### src/rtl/pic_bus_pkg.sv
// Shared types and constants for the 8259A host bus master.
// State encoding, A0 meanings, ICW1 bit positions, phase counter width,
// and the helper that walks the optional ICW init sequence.
package pic_bus_pkg;

  localparam int PHASE_W = 4;

  typedef enum logic [2:0] {
    ST_IDLE      = 3'd0,
    ST_SETUP     = 3'd1,
    ST_STROBE    = 3'd2,
    ST_HOLD      = 3'd3,
    ST_INIT_LOAD = 3'd4
  } bus_state_e;

  localparam logic A0_CMD  = 1'b0;
  localparam logic A0_DATA = 1'b1;

  localparam int ICW1_IC4  = 0;
  localparam int ICW1_SNGL = 1;
  localparam int ICW1_INIT = 4;

  // Init word index: 0=ICW1, 1=ICW2, 2=ICW3, 3=ICW4, 4=sequence finished.
  typedef logic [2:0] init_idx_t;
  localparam init_idx_t INIT_IDX_DONE = 3'd4;

  // Next ICW to send after idx; ICW3 only in cascade mode, ICW4 only when IC4 set.
  function automatic init_idx_t icw_next(input init_idx_t idx, input logic [7:0] icw1);
    init_idx_t nxt;
    nxt = INIT_IDX_DONE;
    case (idx)
      3'd0: nxt = 3'd1;
      3'd1: begin
        if (!icw1[ICW1_SNGL])    nxt = 3'd2;
        else if (icw1[ICW1_IC4]) nxt = 3'd3;
        else                     nxt = INIT_IDX_DONE;
      end
      3'd2: nxt = icw1[ICW1_IC4] ? 3'd3 : INIT_IDX_DONE;
      default: nxt = INIT_IDX_DONE;
    endcase
    return nxt;
  endfunction

endpackage

### src/rtl/pic_bus_phase_timer.sv
// Loadable down-counter timing each bus phase; tc is high when the
// count reaches zero, i.e. in the last cycle of the current phase.
module pic_bus_phase_timer
  import pic_bus_pkg::*;
(
  input  logic               clock,
  input  logic               reset,
  input  logic               load,
  input  logic [PHASE_W-1:0] load_value,
  output logic               tc
);

  localparam logic [PHASE_W-1:0] ONE = {{(PHASE_W-1){1'b0}}, 1'b1};

  logic [PHASE_W-1:0] cnt_q, cnt_d;

  // Load on phase entry, otherwise count down and stick at zero.
  always_comb begin
    cnt_d = cnt_q;
    if (load)               cnt_d = load_value;
    else if (cnt_q != '0)   cnt_d = cnt_q - ONE;
  end

  // Counter register.
  always_ff @(posedge clock) begin
    if (reset) cnt_q <= '0;
    else       cnt_q <= cnt_d;
  end

  assign tc = (cnt_q == '0);

endmodule

### src/rtl/pic_host_bus_master.sv
// Host-side 8259A bus initiator: valid/ready commands in, CS/RD/WR/A0
// cycles out (SETUP -> STROBE -> HOLD -> IDLE).
// Optional feature macro: PIC_HOST_INIT_SEQ_EN runs the ICW sequence after reset.
// Handshake: a command transfers on a rising edge where cmd_valid & cmd_ready;
// cmd_ready is only high in IDLE once init is done. rsp_valid is a one-cycle
// pulse with no back-pressure. Debug: FSM state is visible as state_q.
module pic_host_bus_master
  import pic_bus_pkg::*;
#(
  parameter int         SETUP_CYCLES  = 1,
  parameter int         STROBE_CYCLES = 2,
  parameter int         HOLD_CYCLES   = 1,
  parameter logic [7:0] ICW1 = 8'h13,
  parameter logic [7:0] ICW2 = 8'h20,
  parameter logic [7:0] ICW3 = 8'h00,
  parameter logic [7:0] ICW4 = 8'h01
) (
  input  logic       clock,
  input  logic       reset,
  input  logic       cmd_valid,
  output logic       cmd_ready,
  input  logic       cmd_write,
  input  logic       cmd_address,
  input  logic [7:0] cmd_data,
  output logic       rsp_valid,
  output logic [7:0] rsp_data,
  output logic       init_done,
  output logic       CS,
  output logic       RD,
  output logic       WR,
  output logic       address,
  output logic [7:0] data_bus_out,
  output logic       data_bus_oe,
  input  logic [7:0] data_bus_in
);

  localparam logic [PHASE_W-1:0] SETUP_LD  = PHASE_W'(SETUP_CYCLES - 1);
  localparam logic [PHASE_W-1:0] STROBE_LD = PHASE_W'(STROBE_CYCLES - 1);
  localparam logic [PHASE_W-1:0] HOLD_LD   = PHASE_W'(HOLD_CYCLES - 1);

  bus_state_e         state_q, state_d;
  logic               wr_q, wr_d;
  logic               addr_q, addr_d;
  logic [7:0]         data_q, data_d;
  logic [7:0]         cap_q, cap_d;
  logic               rsp_valid_q, rsp_valid_d;
  logic [7:0]         rsp_data_q, rsp_data_d;
  logic               tmr_load;
  logic [PHASE_W-1:0] tmr_value;
  logic               tmr_tc;
  logic               init_done_w;

`ifdef PIC_HOST_INIT_SEQ_EN
  logic      init_done_q, init_done_d;
  init_idx_t idx_q, idx_d;
  logic      last_q, last_d;
  assign init_done_w = init_done_q;
`else
  logic unused_icw;
  assign unused_icw  = ^{ICW1, ICW2, ICW3, ICW4};
  assign init_done_w = 1'b1;
`endif

  pic_bus_phase_timer u_timer (
    .clock      (clock),
    .reset      (reset),
    .load       (tmr_load),
    .load_value (tmr_value),
    .tc         (tmr_tc)
  );

  // Next-state: phase sequencing, command latch, read capture and response.
  always_comb begin
    state_d     = state_q;
    wr_d        = wr_q;
    addr_d      = addr_q;
    data_d      = data_q;
    cap_d       = cap_q;
    rsp_valid_d = 1'b0;
    rsp_data_d  = rsp_data_q;
    tmr_load    = 1'b0;
    tmr_value   = '0;
`ifdef PIC_HOST_INIT_SEQ_EN
    init_done_d = init_done_q;
    idx_d       = idx_q;
    last_d      = last_q;
`endif
    case (state_q)
      ST_IDLE: begin
        if (cmd_valid && init_done_w) begin
          wr_d      = cmd_write;
          addr_d    = cmd_address;
          data_d    = cmd_data;
          state_d   = ST_SETUP;
          tmr_load  = 1'b1;
          tmr_value = SETUP_LD;
        end
`ifdef PIC_HOST_INIT_SEQ_EN
        else if (!init_done_q) begin
          state_d = ST_INIT_LOAD;
        end
`endif
      end
      ST_INIT_LOAD: begin
`ifdef PIC_HOST_INIT_SEQ_EN
        wr_d      = 1'b1;
        addr_d    = (idx_q == 3'd0) ? A0_CMD : A0_DATA;
        data_d    = (idx_q == 3'd0) ? ICW1 :
                    (idx_q == 3'd1) ? ICW2 :
                    (idx_q == 3'd2) ? ICW3 : ICW4;
        idx_d     = icw_next(idx_q, ICW1);
        last_d    = (icw_next(idx_q, ICW1) == INIT_IDX_DONE);
        state_d   = ST_SETUP;
        tmr_load  = 1'b1;
        tmr_value = SETUP_LD;
`else
        state_d = ST_IDLE;
`endif
      end
      ST_SETUP: begin
        if (tmr_tc) begin
          state_d   = ST_STROBE;
          tmr_load  = 1'b1;
          tmr_value = STROBE_LD;
        end
      end
      ST_STROBE: begin
        if (tmr_tc) begin
          if (!wr_q) cap_d = data_bus_in;
          state_d   = ST_HOLD;
          tmr_load  = 1'b1;
          tmr_value = HOLD_LD;
        end
      end
      ST_HOLD: begin
        if (tmr_tc) begin
          state_d = ST_IDLE;
          if (!wr_q) begin
            rsp_valid_d = 1'b1;
            rsp_data_d  = cap_q;
          end
`ifdef PIC_HOST_INIT_SEQ_EN
          if (!init_done_q && last_q) init_done_d = 1'b1;
`endif
        end
      end
      default: state_d = ST_IDLE;
    endcase
  end

  // State and datapath registers; reset drops any in-flight transaction.
  always_ff @(posedge clock) begin
    if (reset) begin
      state_q     <= ST_IDLE;
      wr_q        <= 1'b0;
      addr_q      <= 1'b0;
      data_q      <= '0;
      cap_q       <= '0;
      rsp_valid_q <= 1'b0;
      rsp_data_q  <= '0;
`ifdef PIC_HOST_INIT_SEQ_EN
      init_done_q <= 1'b0;
      idx_q       <= '0;
      last_q      <= 1'b0;
`endif
    end else begin
      state_q     <= state_d;
      wr_q        <= wr_d;
      addr_q      <= addr_d;
      data_q      <= data_d;
      cap_q       <= cap_d;
      rsp_valid_q <= rsp_valid_d;
      rsp_data_q  <= rsp_data_d;
`ifdef PIC_HOST_INIT_SEQ_EN
      init_done_q <= init_done_d;
      idx_q       <= idx_d;
      last_q      <= last_d;
`endif
    end
  end

  // Bus outputs decoded from state; strobes are mutually exclusive by construction.
  always_comb begin
    CS           = 1'b1;
    RD           = 1'b1;
    WR           = 1'b1;
    data_bus_oe  = 1'b0;
    address      = addr_q;
    data_bus_out = data_q;
    cmd_ready    = 1'b0;
    case (state_q)
      ST_IDLE: cmd_ready = init_done_w;
      ST_SETUP, ST_HOLD: begin
        CS          = 1'b0;
        data_bus_oe = wr_q;
      end
      ST_STROBE: begin
        CS          = 1'b0;
        WR          = ~wr_q;
        RD          = wr_q;
        data_bus_oe = wr_q;
      end
      default: ;
    endcase
  end

  assign rsp_valid = rsp_valid_q;
  assign rsp_data  = rsp_data_q;
  assign init_done = init_done_w;

endmodule
### config.mk
export PLATFORM = sky130hd
export DESIGN_NAME = pic_host_bus_master
export DESIGN_NICKNAME = d
export VERILOG_FILES = /design/src/rtl/pic_bus_pkg.sv /design/src/rtl/pic_bus_phase_timer.sv /design/src/rtl/pic_host_bus_master.sv
export SDC_FILE = /design/constraint.sdc
export NUM_CORES = 1
export LEC_CHECK = 0
export CORE_ASPECT_RATIO = 1.5
export CORE_MARGIN = 3
export CORE_UTILIZATION = 49
export CTS_CLUSTER_DIAMETER = 150
export DETAILED_ROUTE_END_ITERATION = 12
export PLACE_DENSITY_LB_ADDON = 0.25
export SLEW_MARGIN = 20
export SYNTH_ARGS = -nofsm -noshare
export SYNTH_HDL_FRONTEND = slang
export SYNTH_HIERARCHICAL = 1
export SYNTH_SLANG_ARGS = --single-unit
export TNS_END_PERCENT = 10
### constraint.sdc
create_clock -name clock -period 5.3 [get_ports clock]
set_clock_uncertainty 0.15 [all_clocks]
set_input_delay 0.795 -clock clock [delete_from_list [all_inputs] [get_ports clock]]
set_output_delay 0.795 -clock clock [all_outputs]
set_load 0.02 [all_outputs]
==> results of run 1 <==
[power breakdown]
part / switching (W) / internal (W)
sequential: 0.0000346 / 0.000287
combinational: 0.000183 / 0.000176
clock: 0.0000804 / 0.000103
[cells in the final DEF (no fill, tap or decap), types with 2 or more instances in the layout]
master and count:
sky130_fd_sc_hd__xnor2_1 2, sky130_fd_sc_hd__nand2_1 26, sky130_fd_sc_hd__ha_1 6, sky130_fd_sc_hd__a21oi_1 13
sky130_fd_sc_hd__conb_1 4, sky130_fd_sc_hd__o31ai_1 2, sky130_fd_sc_hd__nand3b_1 2, sky130_fd_sc_hd__inv_1 4
sky130_fd_sc_hd__nor3_1 2, sky130_fd_sc_hd__nor2b_1 4, sky130_fd_sc_hd__clkbuf_8 6, sky130_fd_sc_hd__clkdlybuf4s50_1 42
sky130_fd_sc_hd__o22ai_1 2, sky130_fd_sc_hd__mux2i_1 16, sky130_fd_sc_hd__nor2_1 18, sky130_fd_sc_hd__dfxtp_1 33
sky130_fd_sc_hd__and2_1 2
[logic make-up after synthesis]
| logic type | after synthesis | synth area share, % |
|---|---|---|
| xor+xnor | 2 | 1.238 |
| other cells | 2 | 0.5307 |
| simple gates | 62 | 21.66 |
| buf+inv | 13 | 4.155 |
| flops | 33 | 46.68 |
| mux | 17 | 12.11 |
| compound gates | 19 | 8.311 |
| fa+ha+maj | 6 | 5.305 |
[cell usage after synthesis, types with 2 or more instances]
master                      n  area, um^2
sky130_fd_sc_hd__clkbuf_1   5       18.77
sky130_fd_sc_hd__nor2b_1    4       25.02
sky130_fd_sc_hd__conb_1     2       7.510
sky130_fd_sc_hd__buf_4      2       15.01
sky130_fd_sc_hd__mux2i_1   16       160.2
sky130_fd_sc_hd__inv_1      4       15.01
sky130_fd_sc_hd__nor2_1    18       67.56
sky130_fd_sc_hd__nand2_1   26       97.59
sky130_fd_sc_hd__o22ai_1    2       12.51
sky130_fd_sc_hd__dfxtp_1   33       660.6
sky130_fd_sc_hd__ha_1       6       75.07
sky130_fd_sc_hd__a21oi_1   13       65.06
sky130_fd_sc_hd__xnor2_1    2       17.52
sky130_fd_sc_hd__nor3_1     2       10.01
sky130_fd_sc_hd__nand3b_1   2       15.01
sky130_fd_sc_hd__and2_1     2       12.51
sky130_fd_sc_hd__o31ai_1    2       15.01
sky130_fd_sc_hd__buf_2      2       10.01
[routing by layer]
| metal | part of all wire [%] | vias up |
|---|---|---|
| met1 | 41 | 538 |
| met4 | 1.6 | 0 |
| li1 | - | 585 |
| met5 | 0 | - |
| met3 | 4.9 | 7 |
| met2 | 53 | 32 |
[metrics by stage]
| stage | setup WS [ns] | utilization, % | area, um^2 | hold WS (ns) | power, W |
|---|---|---|---|---|---|
| after floorplan | 3.227 | - | 1423 | 0.3101 | 0.0005774 |
| after global placement | 2.476 | 68.59 | 1856 | 0.2965 | 0.0006634 |
| after detailed placement | 2.368 | 68.59 | 1856 | 0.3069 | 0.0006832 |
| after CTS | 2.537 | 71.79 | 1942 | 0.3168 | 0.0008729 |
| after global routing | 2.430 | 71.60 | 1937 | 0.3525 | 0.0009237 |
| final | 2.539 | 71.60 | 1937 | 0.3151 | 0.0008646 |
[how the worst min path moves through the flow]
stage / slack (ns) / cells after the start / endpoint
final: 0.32 / 2 / data_bus_out[5]
after global routing: 0.35 / 2 / data_bus_out[1]
after CTS: 0.32 / 2 / data_bus_out[5]
after detailed placement: 0.31 / 2 / data_bus_out[5]
after global placement: 0.30 / 2 / address
after floorplan: 0.31 / 2 / rsp_data[0]
[state kept, by name, summed over array words and instances, names as in the netlist]
signal,count
cap_q,8
data_bus_out,8
rsp_data,8
u_timer/cnt_q,4
state_q,2
address,1
rsp_valid,1
wr_q,1
[cell type report]
cell class / instances / area [um^2]
tap: 37 / 46.29
fill: 238 / 768.2
sequential: 33 / 660.6
multi-input combinational: 110 / 703.2
inverter: 4 / 15.01
timing repair buffer: 43 / 425.4
clock buffer: 7 / 86.33
[worst min-delay path, delay by kind of cell (launching register included)]
family             cells  cell delay [ns]
AOI/OAI and AO/OA      1             0.06
DFF                    1             0.31
and+or+nand+nor        1             0.05
==> flow_summary.html, run 1 <==
<table>
<tr><th>Metric</th><th>Value</th></tr>
<tr><th colspan="2">Timing</th></tr>
<tr><td>Worst slew margin relative to its limit</td><td>about three fifths</td></tr>
<tr><td>Number of max-slew violations in the final report</td><td>0</td></tr>
<tr><td>Transition time of the tightest slew-check pin</td><td>0.5937 ns</td></tr>
<tr><td>Min Tclk post-route</td><td>2.761 ns</td></tr>
<tr><td>TNS Setup</td><td>0 ns</td></tr>
<tr><td>Highest attainable clock frequency</td><td>362.2 MHz</td></tr>
<tr><td>Final setup fails</td><td>0</td></tr>
<tr><td>Total count of hold-check failures in the final report</td><td>0</td></tr>
<tr><td>RSZ-0062 raised after global routing</td><td>no</td></tr>
<tr><td>Final worst path period share</td><td>a little over half</td></tr>
<tr><th colspan="2">Route</th></tr>
<tr><td>Iteration-0 DRC count of the detailed router</td><td>23</td></tr>
<tr><td>Total Wirelength</td><td>2.992 mm</td></tr>
<tr><td>Detailed-route DRC error count</td><td>0</td></tr>
<tr><td>DRT Pass-1 Iters</td><td>4</td></tr>
<tr><td>Average wire per standard cell</td><td>12.79 um</td></tr>
<tr><td>Overall via count from detail_route</td><td>1,162</td></tr>
<tr><td>Vias per cell</td><td>4.966</td></tr>
<tr><td>Remaining number of nets flagged by the antenna check after routing</td><td>0</td></tr>
<tr><th colspan="2">Critical path</th></tr>
<tr><td>End point of the critical path</td><td>data_bus_oe</td></tr>
<tr><td>Largest delay share family, worst path</td><td>buffers and inverters</td></tr>
<tr><td>Critical path buffers and inverters</td><td>2</td></tr>
<tr><td>Max FO, Critical Path</td><td>7</td></tr>
<tr><td>CP startpoint</td><td>state_q[0]</td></tr>
<tr><td>Endpoint of the worst-slack reg-to-reg timing path</td><td>u_timer/cnt_q[3]</td></tr>
<tr><td>Peak per-stage delay on the critical path</td><td>0.60 ns</td></tr>
<tr><td>Crit. End Element</td><td>output port</td></tr>
<tr><td>Data required time at the worst endpoint</td><td>4.36 ns</td></tr>
<tr><td>Worst r2r path cells</td><td>6</td></tr>
<tr><td>Sort of element at the start of the critical path</td><td>flop</td></tr>
<tr><td>Worst reg2reg startpoint</td><td>state_q[0]</td></tr>
<tr><td>Cell at the slowest stage of the critical path</td><td>sky130_fd_sc_hd__clkdlybuf4s50_1</td></tr>
<tr><td>Crit path cell chain</td><td>inv_1 -&gt; ha_1 -&gt; nor2b_1 -&gt; clkdlybuf4s50_1</td></tr>
<tr><td>Path type of the worst setup path</td><td>reg2out</td></tr>
<tr><td>Worst reg2reg setup slack</td><td>3.07 ns</td></tr>
<tr><td>Signal arrival time at the worst endpoint</td><td>1.82 ns</td></tr>
<tr><td>Critical path depth</td><td>4</td></tr>
<tr><th colspan="2">Yosys</th></tr>
<tr><td>Flop and latch count out of synthesis</td><td>33</td></tr>
<tr><td>Count of synthesis-stage warnings from yosys</td><td>6</td></tr>
<tr><td>Predominant post-synthesis flop cell</td><td>sky130_fd_sc_hd__dfxtp_1</td></tr>
<tr><td>Average footprint of a synthesized cell</td><td>9.189 um^2</td></tr>
<tr><td>Post-synthesis instance area</td><td>~0.0014 mm^2</td></tr>
<tr><td>Sequential element share of the synthesized area</td><td>46.68%</td></tr>
<tr><td>Fraction of registers with async set/reset</td><td>0%</td></tr>
<tr><td>EDFF count, synth</td><td>0</td></tr>
<tr><td>Mapped Cells</td><td>154</td></tr>
<tr><td>Synth cell types</td><td>29</td></tr>
<tr><th colspan="2">Global route</th></tr>
<tr><td>Total gr overflow</td><td>0</td></tr>
<tr><td>Highest-utilization routing layer at the global route stage</td><td>met2</td></tr>
<tr><td>Met3 GRT Util</td><td>6.237%</td></tr>
<tr><td>GR Util met2</td><td>between 30% and 40%</td></tr>
<tr><td>Met1 usage</td><td>21.27%</td></tr>
<tr><td>Wire length of the first global-routing pass</td><td>5.319 mm</td></tr>
<tr><td>Global-route usage over all layers</td><td>about a fifth</td></tr>
<tr><td>Vias in the first global route</td><td>roughly 1,200</td></tr>
<tr><td>Pin count of the biggest net entering global routing</td><td>35</td></tr>
<tr><td>Initial antenna violation count</td><td>0</td></tr>
<tr><th colspan="2">Clock tree</th></tr>
<tr><td>CTS tree</td><td>built</td></tr>
<tr><td>Hold-fix buffers, CTS</td><td>0</td></tr>
<tr><td>Skew-Pair Late Insertion Delay</td><td>approximately 0.27 ns</td></tr>
<tr><td>Number of clock sinks</td><td>33</td></tr>
<tr><td>Clock buffer count from CTS</td><td>5</td></tr>
<tr><td>Level count of the clock H-tree</td><td>2</td></tr>
<tr><td>Post-CTS setup buffer count</td><td>0</td></tr>
<tr><td>Register clock-pin slew on the reported worst setup and hold paths</td><td>0.06 ns</td></tr>
<tr><td>Clock tree root buffer cell</td><td>sky130_fd_sc_hd__clkbuf_8</td></tr>
<tr><td>Count of cells resized by post-cts repair</td><td>0</td></tr>
<tr><td>Buffers from clock root to sink, at most</td><td>2</td></tr>
<tr><th colspan="2">Hold path</th></tr>
<tr><td>Type of the tightest min-delay check</td><td>reg2reg</td></tr>
<tr><td>Worst hold start</td><td>data_bus_out[5]</td></tr>
<tr><th colspan="2">Floorplan</th></tr>
<tr><td>Horiz. Die Dim</td><td>49.88 um</td></tr>
<tr><td>Standard cell core area</td><td>0.002705 mm^2</td></tr>
<tr><td>Die area</td><td>0.003582 mm^2</td></tr>
<tr><td>Number of standard-cell rows in the floorplan</td><td>23</td></tr>
<tr><td>Die Ht</td><td>71.82 um</td></tr>
<tr><td>Initial core utilization</td><td>between 50% and 60%</td></tr>
<tr><td>Count of pins on the block boundary</td><td>45</td></tr>
<tr><th colspan="2">Placed design</th></tr>
<tr><td>Detailed placement HPWL</td><td>roughly 2.2 mm</td></tr>
<tr><td>Post-Place Cells</td><td>227</td></tr>
<tr><td>Weighted congestion at the end of routability-driven global placement</td><td>between 0.7 and 0.8</td></tr>
<tr><td>Number of port buffers</td><td>43</td></tr>
<tr><th colspan="2">Cells and area</th></tr>
<tr><td>Antenna cells</td><td>0</td></tr>
<tr><td>Area added between synthesis and finish</td><td>36.87%</td></tr>
<tr><td>Share of post-route cells with drive strength above 1</td><td>7.107%</td></tr>
<tr><td>Layout Cells excl Fill</td><td>234</td></tr>
<tr><td>Total Nets Final</td><td>approximately 220</td></tr>
<tr><th colspan="2">Power</th></tr>
<tr><td>Lkg Pwr</td><td>about 0.85 nW</td></tr>
<tr><td>Maximum VDD drop</td><td>0.2265 mV</td></tr>
<tr><td>Power Dens Cells</td><td>446.4 mW/mm^2</td></tr>
<tr><th colspan="2">Flow run</th></tr>
<tr><td>Max-cap viol count</td><td>0</td></tr>
<tr><th colspan="2">Run status</th></tr>
<tr><td>Status</td><td>finished, final reports clean</td></tr>
</table>
Power figures use the tool's default switching activity.
==> inputs of run 2 (changes only) <==
--- a/config.mk
+++ b/config.mk
@@ -7,7 +7,7 @@
 export LEC_CHECK = 0
 export CORE_ASPECT_RATIO = 1.5
 export CORE_MARGIN = 3
-export CORE_UTILIZATION = 49
+export CORE_UTILIZATION = 41
 export CTS_CLUSTER_DIAMETER = 150
 export DETAILED_ROUTE_END_ITERATION = 12
 export PLACE_DENSITY_LB_ADDON = 0.25
==> constraint.sdc (replaced) <==
create_clock -name clock -period 2.2 [get_ports clock]
set_clock_uncertainty 0.15 [all_clocks]
set_input_delay 0.33 -clock clock [delete_from_list [all_inputs] [get_ports clock]]
set_output_delay 0.33 -clock clock [all_outputs]
set_load 0.02 [all_outputs]
==> run 2 against run 1 <==
  * Critical path depth did not move
  * Largest power group unchanged
  * Highest routed layer unchanged
  * Cell count rose by 3.8%
  * Total power rose by 140%
  * Sequential share of layout area decreased by 0.75 points
==> flow_summary.html, run 2 (synthesized netlist as in run 1, its figures left out) <==
<table>
<tr><th>Metric</th><th>Value</th></tr>
<tr><th colspan="2">Timing</th></tr>
<tr><td>Worst Slack Setup Final</td><td>0.2071 ns (-2.332 ns)</td></tr>
<tr><td>Highest attainable clock frequency</td><td>about 500 MHz</td></tr>
<tr><td>Number of max-slew violations in the final report</td><td>0 (unchanged)</td></tr>
<tr><td>TNS Setup</td><td>0 ns (unchanged)</td></tr>
<tr><td>Total count of hold-check failures in the final report</td><td>0 (unchanged)</td></tr>
<tr><td>Final setup fails</td><td>0 (unchanged)</td></tr>
<tr><td>Hold Slack</td><td>0.3033 ns (-0.01174 ns)</td></tr>
<tr><td>Final worst path period share</td><td>90.59%</td></tr>
<tr><td>Min Tclk post-route</td><td>1.993 ns</td></tr>
<tr><td>RSZ-0062 raised after global routing</td><td>no</td></tr>
<tr><th colspan="2">Global route</th></tr>
<tr><td>Pin count of the biggest net entering global routing</td><td>27 (-23%)</td></tr>
<tr><td>Wire length of the first global-routing pass</td><td>5.395 mm (+1.4%)</td></tr>
<tr><td>Total gr overflow</td><td>0 (unchanged)</td></tr>
<tr><td>Initial antenna violation count</td><td>0 (unchanged)</td></tr>
<tr><td>Vias in the first global route</td><td>1,250 (+1.4%)</td></tr>
<tr><td>Global-route usage over all layers</td><td>17.10% (-2.1 points)</td></tr>
<tr><th colspan="2">Route</th></tr>
<tr><td>Average wire per standard cell</td><td>13.03 um (+1.9%)</td></tr>
<tr><td>Iteration-0 DRC count of the detailed router</td><td>24 (+4.3%)</td></tr>
<tr><td>Vias per cell</td><td>4.938 (-0.55%)</td></tr>
<tr><td>DRT Pass-1 Iters</td><td>4 (unchanged)</td></tr>
<tr><td>Remaining number of nets flagged by the antenna check after routing</td><td>0 (unchanged)</td></tr>
<tr><td>Overall via count from detail_route</td><td>1,200 (+3.3%)</td></tr>
<tr><td>Detailed-route DRC error count</td><td>0 (unchanged)</td></tr>
<tr><td>Total Wirelength</td><td>3.167 mm (+5.8%)</td></tr>
<tr><th colspan="2">Cells and area</th></tr>
<tr><td>Total Nets Final</td><td>229 (+2.2%)</td></tr>
<tr><td>Fill count</td><td>287 (+21%)</td></tr>
<tr><td>Antenna cells</td><td>0 (unchanged)</td></tr>
<tr><td>Most common library cell in the layout ignoring fill and taps</td><td>sky130_fd_sc_hd__clkdlybuf4s50_1</td></tr>
<tr><td>Area added between synthesis and finish</td><td>39.96%</td></tr>
<tr><td>Share of post-route cells with drive strength above 1</td><td>9.360% (+2.3 points)</td></tr>
<tr><td>Commonest cells after routing, fill and taps aside</td><td>38 x sky130_fd_sc_hd__clkdlybuf4s50_1, 33 x sky130_fd_sc_hd__dfxtp_1, 26 x sky130_fd_sc_hd__nand2_1</td></tr>
<tr><th colspan="2">Clock tree</th></tr>
<tr><td>Clock buffer count from CTS</td><td>5 (unchanged)</td></tr>
<tr><td>Buffers from clock root to sink, at most</td><td>2 (unchanged)</td></tr>
<tr><td>Post-CTS setup buffer count</td><td>0 (unchanged)</td></tr>
<tr><td>Number of clock sinks</td><td>33 (unchanged)</td></tr>
<tr><td>CTS tree</td><td>built</td></tr>
<tr><td>Register clock-pin slew on the reported worst setup and hold paths</td><td>0.06 ns (about the same)</td></tr>
<tr><td>Hold-fix buffers, CTS</td><td>0 (unchanged)</td></tr>
<tr><td>Clock tree root buffer cell</td><td>sky130_fd_sc_hd__clkbuf_8</td></tr>
<tr><td>Skew-Pair Late Insertion Delay</td><td>0.28 ns (about the same)</td></tr>
<tr><td>Level count of the clock H-tree</td><td>2 (unchanged)</td></tr>
<tr><th colspan="2">Power</th></tr>
<tr><td>Lkg Pwr</td><td>0.8886 nW (+4.1%)</td></tr>
<tr><td>Internal Power</td><td>0.001355 W (+140%)</td></tr>
<tr><td>Clock power share</td><td>20.1% (-1.1 points)</td></tr>
<tr><td>Maximum VDD drop</td><td>0.6668 mV (+190%)</td></tr>
<tr><td>Gate power share</td><td>43.0% (+1.4 points)</td></tr>
<tr><td>Relative contribution of sequential cells to total power</td><td>36.9% (-0.3 points)</td></tr>
<tr><td>Overall power after layout</td><td>0.002085 W (+140%)</td></tr>
<tr><td>Sw Pwr</td><td>0.0007296 W (+140%)</td></tr>
<tr><td>Power Dens Cells</td><td>1053 mW/mm^2 (+140%)</td></tr>
<tr><td>Net switching fraction of the power</td><td>34.99% (+0.49 points)</td></tr>
<tr><th colspan="2">Placed design</th></tr>
<tr><td>Detailed placement HPWL</td><td>2.437 mm (+9.7%)</td></tr>
<tr><td>Weighted congestion at the end of routability-driven global placement</td><td>0.7343 (-8.2%)</td></tr>
<tr><td>Place WS</td><td>0.2033 ns (-2.165 ns)</td></tr>
<tr><td>Number of port buffers</td><td>43 (unchanged)</td></tr>
<tr><th colspan="2">Run status</th></tr>
<tr><td>Status</td><td>finished, final reports clean</td></tr>
<tr><th colspan="2">Floorplan</th></tr>
<tr><td>Die area</td><td>0.004207 mm^2 (+17%)</td></tr>
<tr><td>Initial core utilization</td><td>43.92% (-8.4 points)</td></tr>
<tr><td>Standard cell core area</td><td>0.003222 mm^2 (+19%)</td></tr>
<tr><td>Die Ht</td><td>77.95 um (+8.5%)</td></tr>
<tr><td>Number of standard-cell rows in the floorplan</td><td>25 (+8.7%)</td></tr>
<tr><td>Horiz. Die Dim</td><td>53.97 um (+8.2%)</td></tr>
<tr><td>Count of pins on the block boundary</td><td>45 (unchanged)</td></tr>
<tr><th colspan="2">Hold path</th></tr>
<tr><td>Type of the tightest min-delay check</td><td>reg2reg</td></tr>
<tr><th colspan="2">Critical path</th></tr>
<tr><td>Data required time at the worst endpoint</td><td>1.72 ns (-2.64 ns)</td></tr>
<tr><td>Sort of element at the start of the critical path</td><td>flop</td></tr>
<tr><td>Path type of the worst setup path</td><td>reg2out</td></tr>
<tr><td>Signal arrival time at the worst endpoint</td><td>1.51 ns (-0.31 ns)</td></tr>
<tr><td>Max FO, Critical Path</td><td>7 (unchanged)</td></tr>
<tr><td>Crit. End Element</td><td>output port</td></tr>
<tr><th colspan="2">Flow run</th></tr>
<tr><td>Max-cap viol count</td><td>0 (unchanged)</td></tr>
</table>
==> run 2: cell count changes in the layout (fill, tap and decap cells not counted) <==
cell / before / now
sky130_fd_sc_hd__clkdlybuf4s50_1: 42 / 38
sky130_fd_sc_hd__clkbuf_8: 6 / 5
sky130_fd_sc_hd__clkinv_2: 0 / 2
sky130_fd_sc_hd__dlymetal6s2s_1: 0 / 2
sky130_fd_sc_hd__buf_4: 0 / 5
sky130_fd_sc_hd__dlygate4sd2_1: 0 / 3
sky130_fd_sc_hd__buf_2: 1 / 0
==> run 2: layout make-up <==
type | instances | area (um^2) | area share, %
clock inverter | 2 | 10.01 | 0.5054
sequential | 33 | 660.6 | 33.35
inverter | 4 | 15.01 | 0.7581
multi-input combinational | 110 | 703.2 | 35.50
timing repair buffer | 48 | 469.2 | 23.69
clock buffer | 6 | 72.57 | 3.664
tap | 40 | 50.05 | 2.527
==> run 2: repair_timing <==
item                                    4_1_cts  5_1_grt
pin swaps                                     0        0
endpoints found under the setup margin        3        2
resized for setup                             3        2
==> run 2: critical path, stage by stage (launching register included) <==
cell and delay, ns:
sky130_fd_sc_hd__dfxtp_1 0.42, sky130_fd_sc_hd__inv_1 0.09, sky130_fd_sc_hd__ha_1 0.28, sky130_fd_sc_hd__nor2b_1 0.12, sky130_fd_sc_hd__dlygate4sd2_1 0.33
==> run 2: final timing paths <==
kind / startpoint / end / slack [ns] / cells after the start
worst max-delay path: state_q[0] / data_bus_oe / 0.21 / 4
worst min-delay path: data_bus_out[1] / data_bus_out[1] / 0.30 / 2
worst max register to register: u_timer/cnt_q[0] / state_q[0] / 0.25 / 6
worst min register to register: data_bus_out[1] / data_bus_out[1] / 0.30 / 2
==> run 2: power groups by stage <==
stage          Sequential, W  Clock (W)  Combinational [W]
2_1_floorplan       0.000804          0           0.000587
3_3_place_gp        0.000772          0           0.000871
3_5_place_dp        0.000784          0           0.000909
4_1_cts             0.000770   0.000435           0.000910
5_1_grt             0.000783   0.000462           0.000980
6_report            0.000769   0.000419           0.000896
==> run 2: per-layer routing <==
metal  vias up  GRT usage, %  routed length (um)  part of all wire, %
li1        601             -                   -                    -
met1       561         19.27                1205                   38
met2        34         29.00                1727                   55
met3         4         5.566                 197                  6.2
met4         0         5.985                  36                  1.1
met5         -             0                   0                    0
==> run 2: through the flow <==
step	area (um^2)	instances	utilization, %
3_3_place_gp	1897	235	58.87
3_5_place_dp	1897	235	58.87
6_report	1981	243	61.48
4_1_cts	1976	243	61.32
2_1_floorplan	1423	156	-
5_1_grt	1981	243	61.48
